--- src/rtl/vnn_pkg.sv ---
// Shared definitions for the NN vector streaming units: state encoding,
// the default float element width and the index-width helper.
package vnn_pkg;

  typedef enum logic {
    VS_IDLE = 1'b0,
    VS_SEND = 1'b1
  } vs_state_t;

  localparam int FP_W = 32;

  // Ceiling log2 floored at 1, so a single-beat vector still gets a 1-bit index.
  function automatic int idx_width(input int n);
    int w;
    w = 0;
    for (int i = 0; i < 31; i++) begin
      if ((1 << w) < n) w++;
    end
    return (w < 1) ? 1 : w;
  endfunction

endpackage

--- src/rtl/vector_slice_mux.sv ---
// Combinational beat selector: returns LANES consecutive elements starting at
// element idx*LANES of a packed vector.
module vector_slice_mux
  import vnn_pkg::*;
#(
  parameter int VLEN  = 4,
  parameter int DW    = FP_W,
  parameter int LANES = 1,
  localparam int BEATS = VLEN / LANES,
  localparam int IW    = idx_width(VLEN / LANES)
) (
  input  logic [DW*VLEN-1:0]  data,
  input  logic [IW-1:0]       idx,
  output logic [DW*LANES-1:0] slice
);

  // Out-of-range indices (non power-of-two BEATS) read as zero rather than X.
  always_comb begin
    slice = '0;
    if (int'(idx) < BEATS) slice = data[DW*LANES*idx +: DW*LANES];
  end

endmodule

--- src/rtl/vector_serializer.sv ---
// Captures a VLEN-element vector and streams it out LANES elements per beat
// under valid/ready, optionally re-streaming it until stop is seen.
module vector_serializer
  import vnn_pkg::*;
#(
  parameter int VLEN  = 4,
  parameter int DW    = FP_W,
  parameter int LANES = 1,
  localparam int BEATS = VLEN / LANES,
  localparam int IW    = idx_width(VLEN / LANES)
) (
  input  logic                clk,
  input  logic                rst,
  input  logic                in_valid,
  output logic                in_ready,
  input  logic [DW*VLEN-1:0]  vec,
  input  logic                loop,
  input  logic                stop,
  output logic                out_valid,
  input  logic                out_ready,
  output logic [DW*LANES-1:0] out_data,
  output logic [IW-1:0]       out_idx,
  output logic                out_last,
  output logic                busy
);

  vs_state_t          state_q, state_d;
  logic [IW-1:0]      idx_q, idx_d;
  logic               loop_q, loop_d;
  logic [DW*VLEN-1:0] vec_buf;
  logic               capture;
  logic               last_idx;

  assign last_idx = (idx_q == IW'(BEATS - 1));

  always_ff @(posedge clk or posedge rst) begin
    if (rst) begin
      state_q <= VS_IDLE;
      idx_q   <= '0;
      loop_q  <= 1'b0;
      vec_buf <= '0;
    end else begin
      state_q <= state_d;
      idx_q   <= idx_d;
      loop_q  <= loop_d;
      if (capture) vec_buf <= vec;
    end
  end

  always_comb begin
    state_d   = state_q;
    idx_d     = idx_q;
    loop_d    = loop_q;
    capture   = 1'b0;
    in_ready  = 1'b0;
    out_valid = 1'b0;
    case (state_q)
      VS_IDLE: begin
        in_ready = 1'b1;
        if (in_valid) begin
          capture = 1'b1;
          loop_d  = loop;
          idx_d   = '0;
          state_d = VS_SEND;
        end
      end
      VS_SEND: begin
        out_valid = 1'b1;
        if (out_ready) begin
          if (last_idx) begin
            idx_d = '0;
            // A looping pass wraps in place; otherwise the vector is done.
            if (!(loop_q && !stop)) begin
              state_d = VS_IDLE;
              loop_d  = 1'b0;
            end
          end else begin
            idx_d = idx_q + IW'(1);
          end
        end
      end
      default: state_d = VS_IDLE;
    endcase
  end

  assign busy     = (state_q != VS_IDLE);
  assign out_idx  = idx_q;
  assign out_last = (state_q == VS_SEND) && last_idx && (!loop_q || stop);

  vector_slice_mux #(
    .VLEN  (VLEN),
    .DW    (DW),
    .LANES (LANES)
  ) u_slice_mux (
    .data  (vec_buf),
    .idx   (idx_q),
    .slice (out_data)
  );

endmodule

--- config.mk ---
export PLATFORM = sky130hd
export DESIGN_NAME = vector_serializer
export DESIGN_NICKNAME = d
export VERILOG_FILES = /design/src/rtl/vnn_pkg.sv /design/src/rtl/vector_slice_mux.sv /design/src/rtl/vector_serializer.sv
export SDC_FILE = /design/constraint.sdc
export NUM_CORES = 1
export LEC_CHECK = 0
export CELL_PAD_IN_SITES_DETAIL_PLACEMENT = 0
export CELL_PAD_IN_SITES_GLOBAL_PLACEMENT = 1
export CORE_ASPECT_RATIO = 0.8
export CORE_UTILIZATION = 35
export CTS_CLUSTER_DIAMETER = 30
export CTS_CLUSTER_SIZE = 30
export DETAILED_ROUTE_END_ITERATION = 8
export GPL_ROUTABILITY_DRIVEN = 0
export HOLD_SLACK_MARGIN = 0.02
export PLACE_DENSITY_LB_ADDON = 0.1
export SETUP_SLACK_MARGIN = 0.15
export SLEW_MARGIN = 20
export SYNTH_ARGS = -nofsm -noshare
export SYNTH_HDL_FRONTEND = slang
export SYNTH_HIERARCHICAL = 1
export SYNTH_SLANG_ARGS = --single-unit
export TNS_END_PERCENT = 100
--- constraint.sdc ---
create_clock -name clk -period 4.3 [get_ports clk]
set_input_delay 0.86 -clock clk [delete_from_list [all_inputs] [get_ports clk]]
set_output_delay 0.86 -clock clk [all_outputs]
set_load 0.03 [all_outputs]
## After elaboration in Yosys (flattened, before gate mapping)

Index checks and enable logic that the tools add are counted.

| word-level totals | value |
|---|---|
| register bits after elaboration | 132 |
| input bits | 134 |
| output and inout port bits | 38 |
| word-level logic and storage cells | 37 |

| operators by class | value |
|---|---|
| add/subtract/negate cells | 1 |
| equality and inequality tests | 5 |
| shift-type cells | 1 |
| multiplexer cells | 17 |
| bitwise gates (word level) | 1 |
| reductions and logical operators | 8 |

Operators with widths:

| cell | count |
|---|---|
| 128-bit by 8-bit variable part select with 32-bit output | 1 |
| 1-bit two-way mux | 11 |
| 2-bit two-way mux | 3 |
| 2-bit != test, second input constant | 3 |
| 1-bit case mux with 2 select lines | 2 |
| 2-bit case mux with 2 select lines | 1 |
| 4-bit AND reduction | 1 |
| 1-bit logical AND | 3 |
| 2-bit by 1-bit adder with 2-bit output, second input constant | 1 |
| 2-bit == test, second input constant | 1 |
| 1-bit logical NOT | 2 |
| 2-bit by 1-bit != test with 1-bit output, second input constant | 1 |
| 2-bit AND reduction | 1 |
| 1-bit logical OR | 1 |
| 1-bit inverter | 1 |

## Longest topological paths before layout

| logic depth | value |
|---|---|
| word-level depth | 6 |
| gate-level depth with buffers | 5 |
| mapped depth without buffers | 4 |

## Modules after synthesis

The synthesis kept the hierarchy.

Modules (own cells, without submodules):

| module | times used | cells each | area each (um^2) | sequential area each (um^2) |
|---|---|---|---|---|
| vector_serializer | 1 | 293 | 5413.9 | 3303.2 |
| vector_slice_mux | 1 | 39 | 814.5 | 0.0 |

## Worst setup path before layout

No wires, ideal clock.

| path | value |
|---|---|
| kind | reg2out |
| from | register idx_q[0], in the netlist out_idx[0] |
| to | output port out_data[10] |
| data arrival time | 1.532 ns |
| required time | 3.440 ns |
| slack | 1.908 ns |
| stages on the path, launching flop included | 4 |
| buffers on the path | 2 |
| cells stage by stage | dfrtp_1 buf_6 buf_12 mux4_2 |

| on the way | value |
|---|---|
| word-level cells in the longest chain between the ends | 1 |

RTL lines:

| item | RTL line | source |
|---|---|---|
| start, declared | vector_serializer.sv:28 | `logic [IW-1:0] idx_q, idx_d;` |
| start signal, assigned | vector_serializer.sv:44 | `idx_q <= idx_d;` |
| 128-bit by 8-bit variable part select with 32-bit output | vector_slice_mux.sv:20 | `if (int'(idx) < BEATS) slice = data[DW*LANES*idx +: DW*LANES];` |
| end, declared | vector_serializer.sv:21 | `output logic [DW*LANES-1:0] out_data,` |

Every way passes these cells.

## Worst setup path in the final report

| path | value |
|---|---|
| from | register idx_q[0], in the netlist out_idx[0] |
| to | output port out_data[15] |

Same word-level chain as after synthesis.

==> flow_metrics.env <==
export IMPL_max_slew_margin_pct=47.4
export IMPL_clk_latency_ps=410
export IMPL_drc=0
export IMPL_p_per_area_nw_per_um2=817
export IMPL_grt_pass1_wl_mm=21.2
export IMPL_cts_made_buffers=17
export IMPL_place_detailed_instances=716
export IMPL_syn_instance_count=332
export IMPL_min_period_ps=3480
export IMPL_core_um2=17400
export IMPL_clock_skew_ps=8.77
export IMPL_cts_tree="done"
export IMPL_synth_top_area_share_pct=53.0
export IMPL_synth_avg_cell_area_um2=18.8
export IMPL_maxCapViolations=0
export IMPL_rows=43
export IMPL_clockBufferDepth=2
export IMPL_ios=172
export IMPL_synthesis_nets=468
export IMPL_hold_viol_final=0
export IMPL_share_comb_of_total_power_pct=47.4
export IMPL_drt_antenna_violating_nets=0
export IMPL_r2r_cells=3
export IMPL_period_share_pct=80.9
export IMPL_cts_sinks=132
export IMPL_hp_class="reg -> reg"
export IMPL_worstPathMaxFanout=23
export IMPL_postCtsSetupBuffers=0
export IMPL_syn2layout_area_growth_pct=40.1
export IMPL_track_usage_pct=15.7
export IMPL_drive_gt1_share_pct=38.5
export IMPL_viasPerCell=4.69
export IMPL_io_buffers=171
export IMPL_dpl_hpwl_mm=9.29
export IMPL_switching_share_pct=32.2
export IMPL_r2r_slack_ps=2300
export IMPL_routed_wl_mm=13.5
export IMPL_r2r_end="vec_buf[17]"
export IMPL_syn_area_um2=6230
export IMPL_wire_per_inst_um=18.0
export IMPL_yosysWarningCount=6
export IMPL_die_y_um=121
export IMPL_fill_cells=1454
export IMPL_ctsHoldBuffers=0
export IMPL_peakVddDrop_v=0.000397
export IMPL_ys_seq_area_share_pct=53.0
export IMPL_dieArea_um2=18300
export IMPL_worst_setup_path_start_kind="flip-flop"
export IMPL_rsz0062_at_grt="false"
export IMPL_leakagePower_uw=0.00368
export IMPL_vias=3507
export IMPL_max_freq_ghz=0.288
export IMPL_die_w_um=151
export IMPL_multiInputGateArea_um2=2670
export IMPL_worst_slew_pin_slew_ps=788
export IMPL_status="complete, no violations"
export IMPL_yosys_register_bits=132
export IMPL_endpoint="out_data[15]"
export IMPL_ff_latch_area_um2=3310
export IMPL_arrival_ps=2620
export IMPL_switchingPower_uw=2290
export IMPL_synth_area_leaders="dfrtp_1 53%, mux2_4 24%, mux4_2 11%"
export IMPL_grt_ovfl_total=0
export IMPL_drt_iter0_markers=118
export IMPL_htree_levels=4
export IMPL_antenna_found_initial=2
export IMPL_cts_root_buf="clkbuf_16"
export IMPL_synth_top_area_cell="dfrtp_1"
export IMPL_clock_power_share_pct=20.6
export IMPL_p_seq_share_pct=32.0
export IMPL_setup_viol_count_final=0
export IMPL_final_nets=646
export IMPL_fin_setup_tns_ps=0
export IMPL_p_int_uw=4830
export IMPL_clkSlewWorstSetupHoldPaths_ps=60
export IMPL_first_global_vias=3788
export IMPL_cts_resized=0
export IMPL_crit_start="out_idx[0]"
export IMPL_dr_pass1_iters=4
export IMPL_critPathCaptureType="output port"
export IMPL_instances_no_fill=748
export IMPL_grt_max_degree=73
export IMPL_criticalPathCategory="reg -> out"
export IMPL_crit_required_ps=3440
export IMPL_slew_violations=0
export IMPL_ys_types=19
export IMPL_r2r_start="busy"
export IMPL_initial_utilization_pct=35.8
==> registers in the layout, indices dropped and copies added, names as in the netlist <==
name	count
busy	1
loop_q	1
out_idx	2
vec_buf	128
==> cell type report <==
type / instances / share of cell area, %
inverters: 2 / 0.129
diodes: 1 / 0.0287
repair buffers: 181 / 21.2
well taps: 225 / 3.23
multi-input cells: 176 / 30.6
clock buffers: 22 / 5.44
clock inverters: 9 / 1.46
flip-flops and latches: 132 / 37.9
==> placed cells by master (no fill, tap or decap), drive strengths merged <==
cell           synthesis  layout
ha                     2       2
diode                  0       1
mux2i                  3       3
clkdlybuf4s50          0     171
inv                    2       1
o21ai                  2       2
nand2b                 1       1
buf                   22      10
clkbuf                 0      22
and3                   1       1
clkinvlp               0       4
mux2                 128     128
bufinv                 0       3
nor2                   2       2
mux4                  32      32
dfrtp                132     132
nand2                  2       2
clkinv                 0       3
a41oi                  2       2
nor2b                  1       1
==> cell usage after synthesis (all sizes together) <==
library cell and n:
o21ai 2, nand2b 1, mux2i 3, inv 2, buf 22, a41oi 2
dfrtp 132, mux2 128, ha 2, and3 1, mux4 32, nor2 2
nand2 2, nor2b 1
==> power by group through the flow <==
stage	registers (µW)	logic [µW]	clock network [µW]
6_report	2280	3380	1470
5_1_grt	2370	3570	1560
4_1_cts	2290	3420	1510
3_5_place_dp	2300	3400	0
3_3_place_gp	2290	3380	0
2_1_floorplan	2140	2530	0
==> worst max-delay path, cell delays in order, from the launching register on <==
cell	delay, ps
dfrtp_2	730
buf_12	290
mux4_2	540
clkdlybuf4s50_1	620
==> kinds of logic (layout without fill, tap and decap cells) <==
kind of cell | after synthesis | in the layout | synth area share (%)
AO/OA/AOI/OAI | 4 | 4 | 0.442
adder cells (fa/ha/maj) | 2 | 2 | 0.402
buffers and inverters | 24 | 214 | 4.06
flip-flops | 132 | 132 | 53.0
multiplexers | 163 | 163 | 41.4
other | 0 | 1 | 0
AND/OR/NAND/NOR | 7 | 7 | 0.663
==> worst min-delay path by stage <==
| stage | start | endpoint | slack, ps | cells after the start |
|---|---|---|---|---|
| floorplan | vec_buf[32] | vec_buf[32] | 470 | 1 |
| global placement | vec_buf[33] | vec_buf[33] | 480 | 1 |
| detailed placement | vec_buf[1] | vec_buf[1] | 490 | 1 |
| CTS | vec_buf[111] | vec_buf[111] | 510 | 1 |
| global route | vec_buf[1] | vec_buf[1] | 520 | 1 |
| finish | vec_buf[25] | vec_buf[25] | 500 | 1 |
==> routing by layer <==
metal | vias to the layer above | share of wire [%] | GRT usage [%]
met4 | 2 | 0.65 | 5.44
met2 | 108 | 45 | 22.4
met3 | 8 | 7.2 | 5.64
li1 | 1598 | - | -
met1 | 1791 | 47 | 21.9
met5 | - | 0.082 | 0
==> stage by stage <==
stage	area (µm²)	hold slack, ps	utilization, %	power [µW]	setup slack, ps
floorplan	6230	472	-	4670	1800
global placement	8120	482	46.7	5670	1170
detailed placement	8120	489	46.7	5700	1150
CTS	8720	506	50.2	7220	738
global route	8720	517	50.2	7500	664
finish	8720	499	50.2	7120	823
(Power assumes the default switching activity.)
